<file path="config.mk">
export PLATFORM = sky130hd
export DESIGN_NAME = echo_app_copy_engine
export DESIGN_NICKNAME = d
export VERILOG_FILES = /design/src/rtl/echo_app_copy_engine.sv
export SDC_FILE = /design/constraint.sdc
export NUM_CORES = 1
export LEC_CHECK = 0
export CAP_MARGIN = 40
export CELL_PAD_IN_SITES_DETAIL_PLACEMENT = 0
export CELL_PAD_IN_SITES_GLOBAL_PLACEMENT = 1
export CORE_ASPECT_RATIO = 1.75
export CORE_MARGIN = 2
export CORE_UTILIZATION = 35
export DETAILED_ROUTE_END_ITERATION = 8
export PLACE_DENSITY = 0.89
export SYNTH_ARGS = -nofsm -noshare
export SYNTH_HDL_FRONTEND = slang
export SYNTH_SLANG_ARGS = --single-unit
</file>
<file path="constraint.sdc">
create_clock -name clk -period 5.8 [get_ports clk]
set_clock_uncertainty 0.05 [all_clocks]
set_input_delay 0.87 -clock clk [delete_from_list [all_inputs] [get_ports clk]]
set_output_delay 0.87 -clock clk [all_outputs]
set_load 0.01 [all_outputs]
</file>
<file path="src/rtl/echo_app_copy_engine.sv">
// Per-flow copy controller: pops a flow, reads its RX/TX ring pointers, issues one bounded copy,
// writes back the advanced pointers and requeues the flow. One flow in flight at a time.
module echo_app_copy_engine #(
  parameter int FLOWID_W  = 8,
  parameter int PTR_W     = 8,
  parameter int MAX_CHUNK = 64
) (
  input  logic                clk,
  input  logic                rst,
  input  logic                flow_val,
  input  logic [FLOWID_W-1:0] flow_id,
  output logic                flow_yumi,
  output logic                rx_rd_req_val,
  output logic [FLOWID_W-1:0] rx_rd_req_flowid,
  input  logic                rx_rd_req_rdy,
  input  logic                rx_rd_resp_val,
  input  logic [PTR_W-1:0]    rx_rd_resp_head,
  input  logic [PTR_W-1:0]    rx_rd_resp_commit,
  output logic                rx_rd_resp_rdy,
  output logic                tx_rd_req_val,
  output logic [FLOWID_W-1:0] tx_rd_req_flowid,
  input  logic                tx_rd_req_rdy,
  input  logic                tx_rd_resp_val,
  input  logic [PTR_W-1:0]    tx_rd_resp_head,
  input  logic [PTR_W-1:0]    tx_rd_resp_tail,
  output logic                tx_rd_resp_rdy,
  output logic                copy_req_val,
  output logic [FLOWID_W-1:0] copy_req_flowid,
  output logic [PTR_W-2:0]    copy_req_src_off,
  output logic [PTR_W-2:0]    copy_req_dst_off,
  output logic [PTR_W-1:0]    copy_req_len,
  input  logic                copy_req_rdy,
  input  logic                copy_done_val,
  output logic                copy_done_rdy,
  output logic                rx_head_wr_val,
  output logic [FLOWID_W-1:0] rx_head_wr_flowid,
  output logic [PTR_W-1:0]    rx_head_wr_ptr,
  input  logic                rx_head_wr_rdy,
  output logic                tx_tail_wr_val,
  output logic [FLOWID_W-1:0] tx_tail_wr_flowid,
  output logic [PTR_W-1:0]    tx_tail_wr_ptr,
  input  logic                tx_tail_wr_rdy,
  output logic                requeue_val,
  output logic [FLOWID_W-1:0] requeue_flowid,
  input  logic                requeue_rdy,
  output logic [31:0]         stat_bytes,
  output logic [31:0]         stat_flows,
  output logic                busy
);

  localparam logic [PTR_W:0] BUF_SZ = (PTR_W+1)'(1) << (PTR_W-1);
  localparam logic [PTR_W:0] CHUNK  = (PTR_W+1)'(MAX_CHUNK);

  typedef enum logic [3:0] {
    IDLE, RX_REQ, RX_RESP, TX_REQ, TX_RESP, CALC, COPY_REQ, COPY_WAIT, PTR_WR, REQUEUE
  } state_t;

  state_t state, state_nx;

  logic [FLOWID_W-1:0] fid;
  logic [PTR_W-1:0]    rx_head, rx_commit, tx_head, tx_tail, len;
  logic                rx_wr_done, tx_wr_done;

  // Occupancy arithmetic wraps mod 2^PTR_W; anything above BUF means corrupt pointers.
  logic [PTR_W-1:0] rx_avail, tx_used;
  logic [PTR_W:0]   tx_space, calc_len;

  assign rx_avail = rx_commit - rx_head;
  assign tx_used  = tx_tail - tx_head;
  assign tx_space = BUF_SZ - {1'b0, tx_used};

  always_comb begin
    calc_len = {1'b0, rx_avail};
    if (tx_space < calc_len) calc_len = tx_space;
    if (CHUNK < calc_len)    calc_len = CHUNK;
    if ({1'b0, rx_avail} > BUF_SZ || {1'b0, tx_used} > BUF_SZ) calc_len = '0;
  end

  always_comb begin
    state_nx       = state;
    flow_yumi      = 1'b0;
    rx_rd_req_val  = 1'b0;
    rx_rd_resp_rdy = 1'b0;
    tx_rd_req_val  = 1'b0;
    tx_rd_resp_rdy = 1'b0;
    copy_req_val   = 1'b0;
    copy_done_rdy  = 1'b0;
    rx_head_wr_val = 1'b0;
    tx_tail_wr_val = 1'b0;
    requeue_val    = 1'b0;
    case (state)
      IDLE: begin
        flow_yumi = flow_val;
        if (flow_val) state_nx = RX_REQ;
      end
      RX_REQ: begin
        rx_rd_req_val = 1'b1;
        if (rx_rd_req_rdy) state_nx = RX_RESP;
      end
      RX_RESP: begin
        rx_rd_resp_rdy = 1'b1;
        if (rx_rd_resp_val) state_nx = TX_REQ;
      end
      TX_REQ: begin
        tx_rd_req_val = 1'b1;
        if (tx_rd_req_rdy) state_nx = TX_RESP;
      end
      TX_RESP: begin
        tx_rd_resp_rdy = 1'b1;
        if (tx_rd_resp_val) state_nx = CALC;
      end
      CALC: state_nx = (calc_len == '0) ? REQUEUE : COPY_REQ;
      COPY_REQ: begin
        copy_req_val = 1'b1;
        if (copy_req_rdy) state_nx = COPY_WAIT;
      end
      COPY_WAIT: begin
        copy_done_rdy = 1'b1;
        if (copy_done_val) state_nx = PTR_WR;
      end
      PTR_WR: begin
        // Each write retires independently; leave once both have been accepted.
        rx_head_wr_val = !rx_wr_done;
        tx_tail_wr_val = !tx_wr_done;
        if ((rx_wr_done || rx_head_wr_rdy) && (tx_wr_done || tx_tail_wr_rdy)) state_nx = REQUEUE;
      end
      REQUEUE: begin
        requeue_val = 1'b1;
        if (requeue_rdy) state_nx = IDLE;
      end
      default: state_nx = IDLE;
    endcase
  end

  always_ff @(posedge clk) begin
    if (rst) begin
      state      <= IDLE;
      fid        <= '0;
      rx_head    <= '0;
      rx_commit  <= '0;
      tx_head    <= '0;
      tx_tail    <= '0;
      len        <= '0;
      rx_wr_done <= 1'b0;
      tx_wr_done <= 1'b0;
      stat_bytes <= '0;
      stat_flows <= '0;
    end else begin
      state <= state_nx;
      if (state == IDLE && flow_val) fid <= flow_id;
      if (state == RX_RESP && rx_rd_resp_val) begin
        rx_head   <= rx_rd_resp_head;
        rx_commit <= rx_rd_resp_commit;
      end
      if (state == TX_RESP && tx_rd_resp_val) begin
        tx_head <= tx_rd_resp_head;
        tx_tail <= tx_rd_resp_tail;
      end
      if (state == CALC) len <= calc_len[PTR_W-1:0];
      if (state == COPY_WAIT && copy_done_val) stat_bytes <= stat_bytes + 32'(len);
      if (state == PTR_WR && state_nx == PTR_WR) begin
        rx_wr_done <= rx_wr_done | rx_head_wr_rdy;
        tx_wr_done <= tx_wr_done | tx_tail_wr_rdy;
      end else begin
        rx_wr_done <= 1'b0;
        tx_wr_done <= 1'b0;
      end
      if (state == REQUEUE && requeue_rdy) stat_flows <= stat_flows + 32'd1;
    end
  end

  assign rx_rd_req_flowid  = fid;
  assign tx_rd_req_flowid  = fid;
  assign copy_req_flowid   = fid;
  assign copy_req_src_off  = rx_head[PTR_W-2:0];
  assign copy_req_dst_off  = tx_tail[PTR_W-2:0];
  assign copy_req_len      = len;
  assign rx_head_wr_flowid = fid;
  assign rx_head_wr_ptr    = rx_head + len;
  assign tx_tail_wr_flowid = fid;
  assign tx_tail_wr_ptr    = tx_tail + len;
  assign requeue_flowid    = fid;
  assign busy              = (state != IDLE);

endmodule

</file>
==> impl_metrics.toml <==
[setup_path]
crit_arrival_ns = 4.79
timing.rr.end = "copy_req_len[2]$_SDFFE_PP0N_"
cp_slowest_stage_delay_ns = 0.49
reg2reg_depth = 16
r2r_start = "tx_tail[0]$_SDFFE_PP0P_"
cp.depth = 16
crit_path_cell_trace = "inv_1, ha_1, inv_1, fa_1, a211oi_1, nor2_1, xor2_1, o311ai_0, and2_4, ha_1, o21a_1, a311o_1, a21o_1, or2_1, a22oi_1, o21ai_0"
end_kind = "flop"
path_class = "reg -> reg"
crit_buf_inv = 2
critPathLaunchType = "flop"
r2r_setup_slack_ns = 1.25
cp_max_fo = 7
cp_slowest_cell = "xor2_1"
path_delay_family = "compound AO/OA/AOI/OAI gates"
cp.required_ns = 6.04

[cells_and_area]
nFillCells = 2051
multi_input_area_um2 = 4314
drive_gt1_share_pct = 5.725
seqCellArea_um2 = 2362
nets = 1173
antennaDiodeCount = 0
final_cell_mix = "clkdlybuf4s50_1 (211), dfxtp_1 (118), nand2_1 (117), nor2_1 (98), a21oi_1 (83)"
utilization_pct = 47.96
areaGrowthSynthToFinish_pct = 35.16
layout_commonest_cell = "clkdlybuf4s50_1"

[floorplan]
die_area_um2 = 22270
start_util_pct = 35.49
rows = 70
core_area_um2 = 20760
die_x_um = 113.7
die_y_um = 195.9
ios = 213

[detailed_routing]
totalWireLength_mm = 21.55
drtIter0Drc = 227
wl_per_cell_um = 16.14
dr.pass1.iters = 4
antenna_left = 0
num_vias = 6761
drc = 0
avgViaCountPerCell = 5.064

[yosys]
synth_nets = 1023
netlist_top_cells_area = "dfxtp_1 (32%), ha_1 (7.6%), nand2_1 (6.0%), a21oi_1 (5.6%), buf_4 (5.5%)"
synth_seq_cells = 118
ys.flop_type = "dfxtp_1"
synth_top_family_by_area = "simple AND/OR/NAND/NOR gates"
synth-xor-area-share_pct = 7.610
synth_edf_count = 0
yosys.area.top_type = "dfxtp_1"
synth_compound_area_share_pct = 15.71
synthSimpleGateAreaFrac_pct = 22.08
syn_area_um2 = 7366
synthArstFlopShare_pct = 0
synth_top_area_share_pct = 32.07
yosysWarnings = 0
synthDistinctLibCells = 66
muxShareOfSynthArea_pct = 4.077
synth_seq_area_share_pct = 32.07
synth-adder-area-share_pct = 9.003
synth.avg_cell_area_um2 = 7.998
synth_cells = 921

[place]
gp_congestion = 0.9129
port_buffers = 212
dp_slack_ns = 1.309
dp_hpwl_mm = 16.70

[hold_path]
holdPathStages = 2
hold_end = "tx_head[4]$_SDFFE_PP0P_"
hp-class = "reg -> reg"
hp-start = "tx_head[4]$_SDFFE_PP0P_"

[grt]
grt_pass1_vias = 6603
antenna_found_initial = 0
grt_overflow = 0
grt_use_total_pct = 19.11
grt_max_degree = 67
grt_first_pass_wirelength_mm = 33.53

[run_status]
status = "finished clean"

[timing]
fmax_mhz = 219.7
final-max-slew-violation-count = 0
rsz0062_at_grt = "no"
tightest_slew_ns = 0.7821
setup_viol = 0
finalWorstSetupSlack_ns = 1.249
final_hold_viol_count = 0
period_minus_slack_ns = 4.551
max_slew_margin_pct = 47.46
period_share_pct = 78.46
setup_tns_ns = 0

[cts]
ctsResizeCount = 0
cts_buffers = 17
cts.sinks = 118
cts_tree = "built"
worstSkewPairLatency_ns = 0.42
root_buffer = "clkbuf_16"
clk_pin_slew_ns = 0.06
htreeDepth = 4
cts_buffer_depth = 2
holdBufCountCts = 0
post_cts_buffers = 0

[power_and_ir_drop]
ir_worst_vdd_mv = 0.1818
leakage_uw = 0.003815
power_density_nw_per_um2 = 240.9

[flow_run]
cap_violations = 0
==> where the power goes <==
group / internal (uW) / switching (uW)
logic: 197 / 208
registers: 821 / 17.0
clock network: 772 / 382
total: 1790 / 607
==> state kept, by name (all words and copies together), names as in the netlist <==
register,cells
copy_req_len,8
stat_bytes,32
rx_commit,8
rx_head,8
copy_req_flowid,8
stat_flows,32
state,4
tx_head,8
tx_wr_done,1
tx_tail,8
rx_wr_done,1
==> synth_stat cells (all sizes together), types with 3 or more instances <==
master / n
clkbuf: 31
o21a: 7
mux2: 16
o311a: 3
xor2: 28
a211o: 3
fa: 5
inv: 46
xnor2: 36
or2: 3
buf: 54
nand3: 29
or3: 5
nor4: 5
ha: 45
and3: 13
and2: 6
o21ai: 18
nand2b: 8
a211oi: 7
nor2: 98
a21boi: 4
o211ai: 5
nand3b: 3
o31ai: 6
nor3: 17
a21oi: 83
mux2i: 12
and4: 3
dfxtp: 118
o21bai: 10
nand2: 117
nor2b: 21
a21o: 15
nand4: 11
==> metal layers <==
metal / routed length [um] / global-route usage [%]
met5: 0 / 0
met4: 575 / 7.769
met1: 8133 / 19.33
met3: 997 / 4.171
met2: 11850 / 36.99
==> worst max path at each step <==
stage / from / to / slack, ns
2_1_floorplan: tx_tail[0]$_SDFFE_PP0P_ / state[2]$_SDFF_PP0_ / 1.60
3_3_place_gp: tx_tail[0]$_SDFFE_PP0P_ / state[2]$_SDFF_PP0_ / 1.39
3_5_place_dp: tx_tail[0]$_SDFFE_PP0P_ / copy_req_len[2]$_SDFFE_PP0N_ / 1.31
4_1_cts: tx_tail[0]$_SDFFE_PP0P_ / state[2]$_SDFF_PP0_ / 1.28
5_1_grt: tx_tail[0]$_SDFFE_PP0P_ / copy_req_len[2]$_SDFFE_PP0N_ / 0.93
6_report: tx_tail[0]$_SDFFE_PP0P_ / copy_req_len[2]$_SDFFE_PP0N_ / 1.25
==> area by class of cell <==
class | count | area share, %
inverter | 46 | 1.734
multi-input combinational | 672 | 43.33
clock inverter | 8 | 1.445
timing repair buffer | 216 | 21.59
sequential | 118 | 23.73
tap | 252 | 3.167
clock buffer | 23 | 5.002
==> cells by family (layout without fill, tap and decap cells) <==
| kind of cell | Yosys count | in the layout |
|---|---|---|
| buf+inv | 131 | 293 |
| mux | 28 | 28 |
| fa+ha+maj | 50 | 50 |
| compound gates | 182 | 182 |
| flops | 118 | 118 |
| xor+xnor | 64 | 64 |
| simple gates | 348 | 348 |
==> worst reg2reg max path, cell delays in order (launching register included) <==
cell and delay [ns]:
dfxtp_1 0.33, inv_1 0.07, ha_1 0.18, inv_1 0.06
fa_1 0.40, a211oi_1 0.28, nor2_1 0.10, xor2_1 0.49
o311ai_0 0.20, and2_4 0.22, ha_1 0.30, o21a_1 0.19
a311o_1 0.34, a21o_1 0.25, or2_1 0.35, a22oi_1 0.45
o21ai_0 0.15
==> through the flow <==
step / instances / instance area [um^2] / hold WS (ns) / power [uW]
final: 1335 / 9956 / 0.4023 / 2398
after global placement: 1304 / 9314 / 0.3926 / 1258
after global routing: 1335 / 9956 / 0.4221 / 2500
after detailed placement: 1304 / 9314 / 0.3987 / 1259
after CTS: 1335 / 9956 / 0.4059 / 2427
after floorplan: 921 / 7366 / 0.3863 / 1127
(Power assumes the default switching activity.)
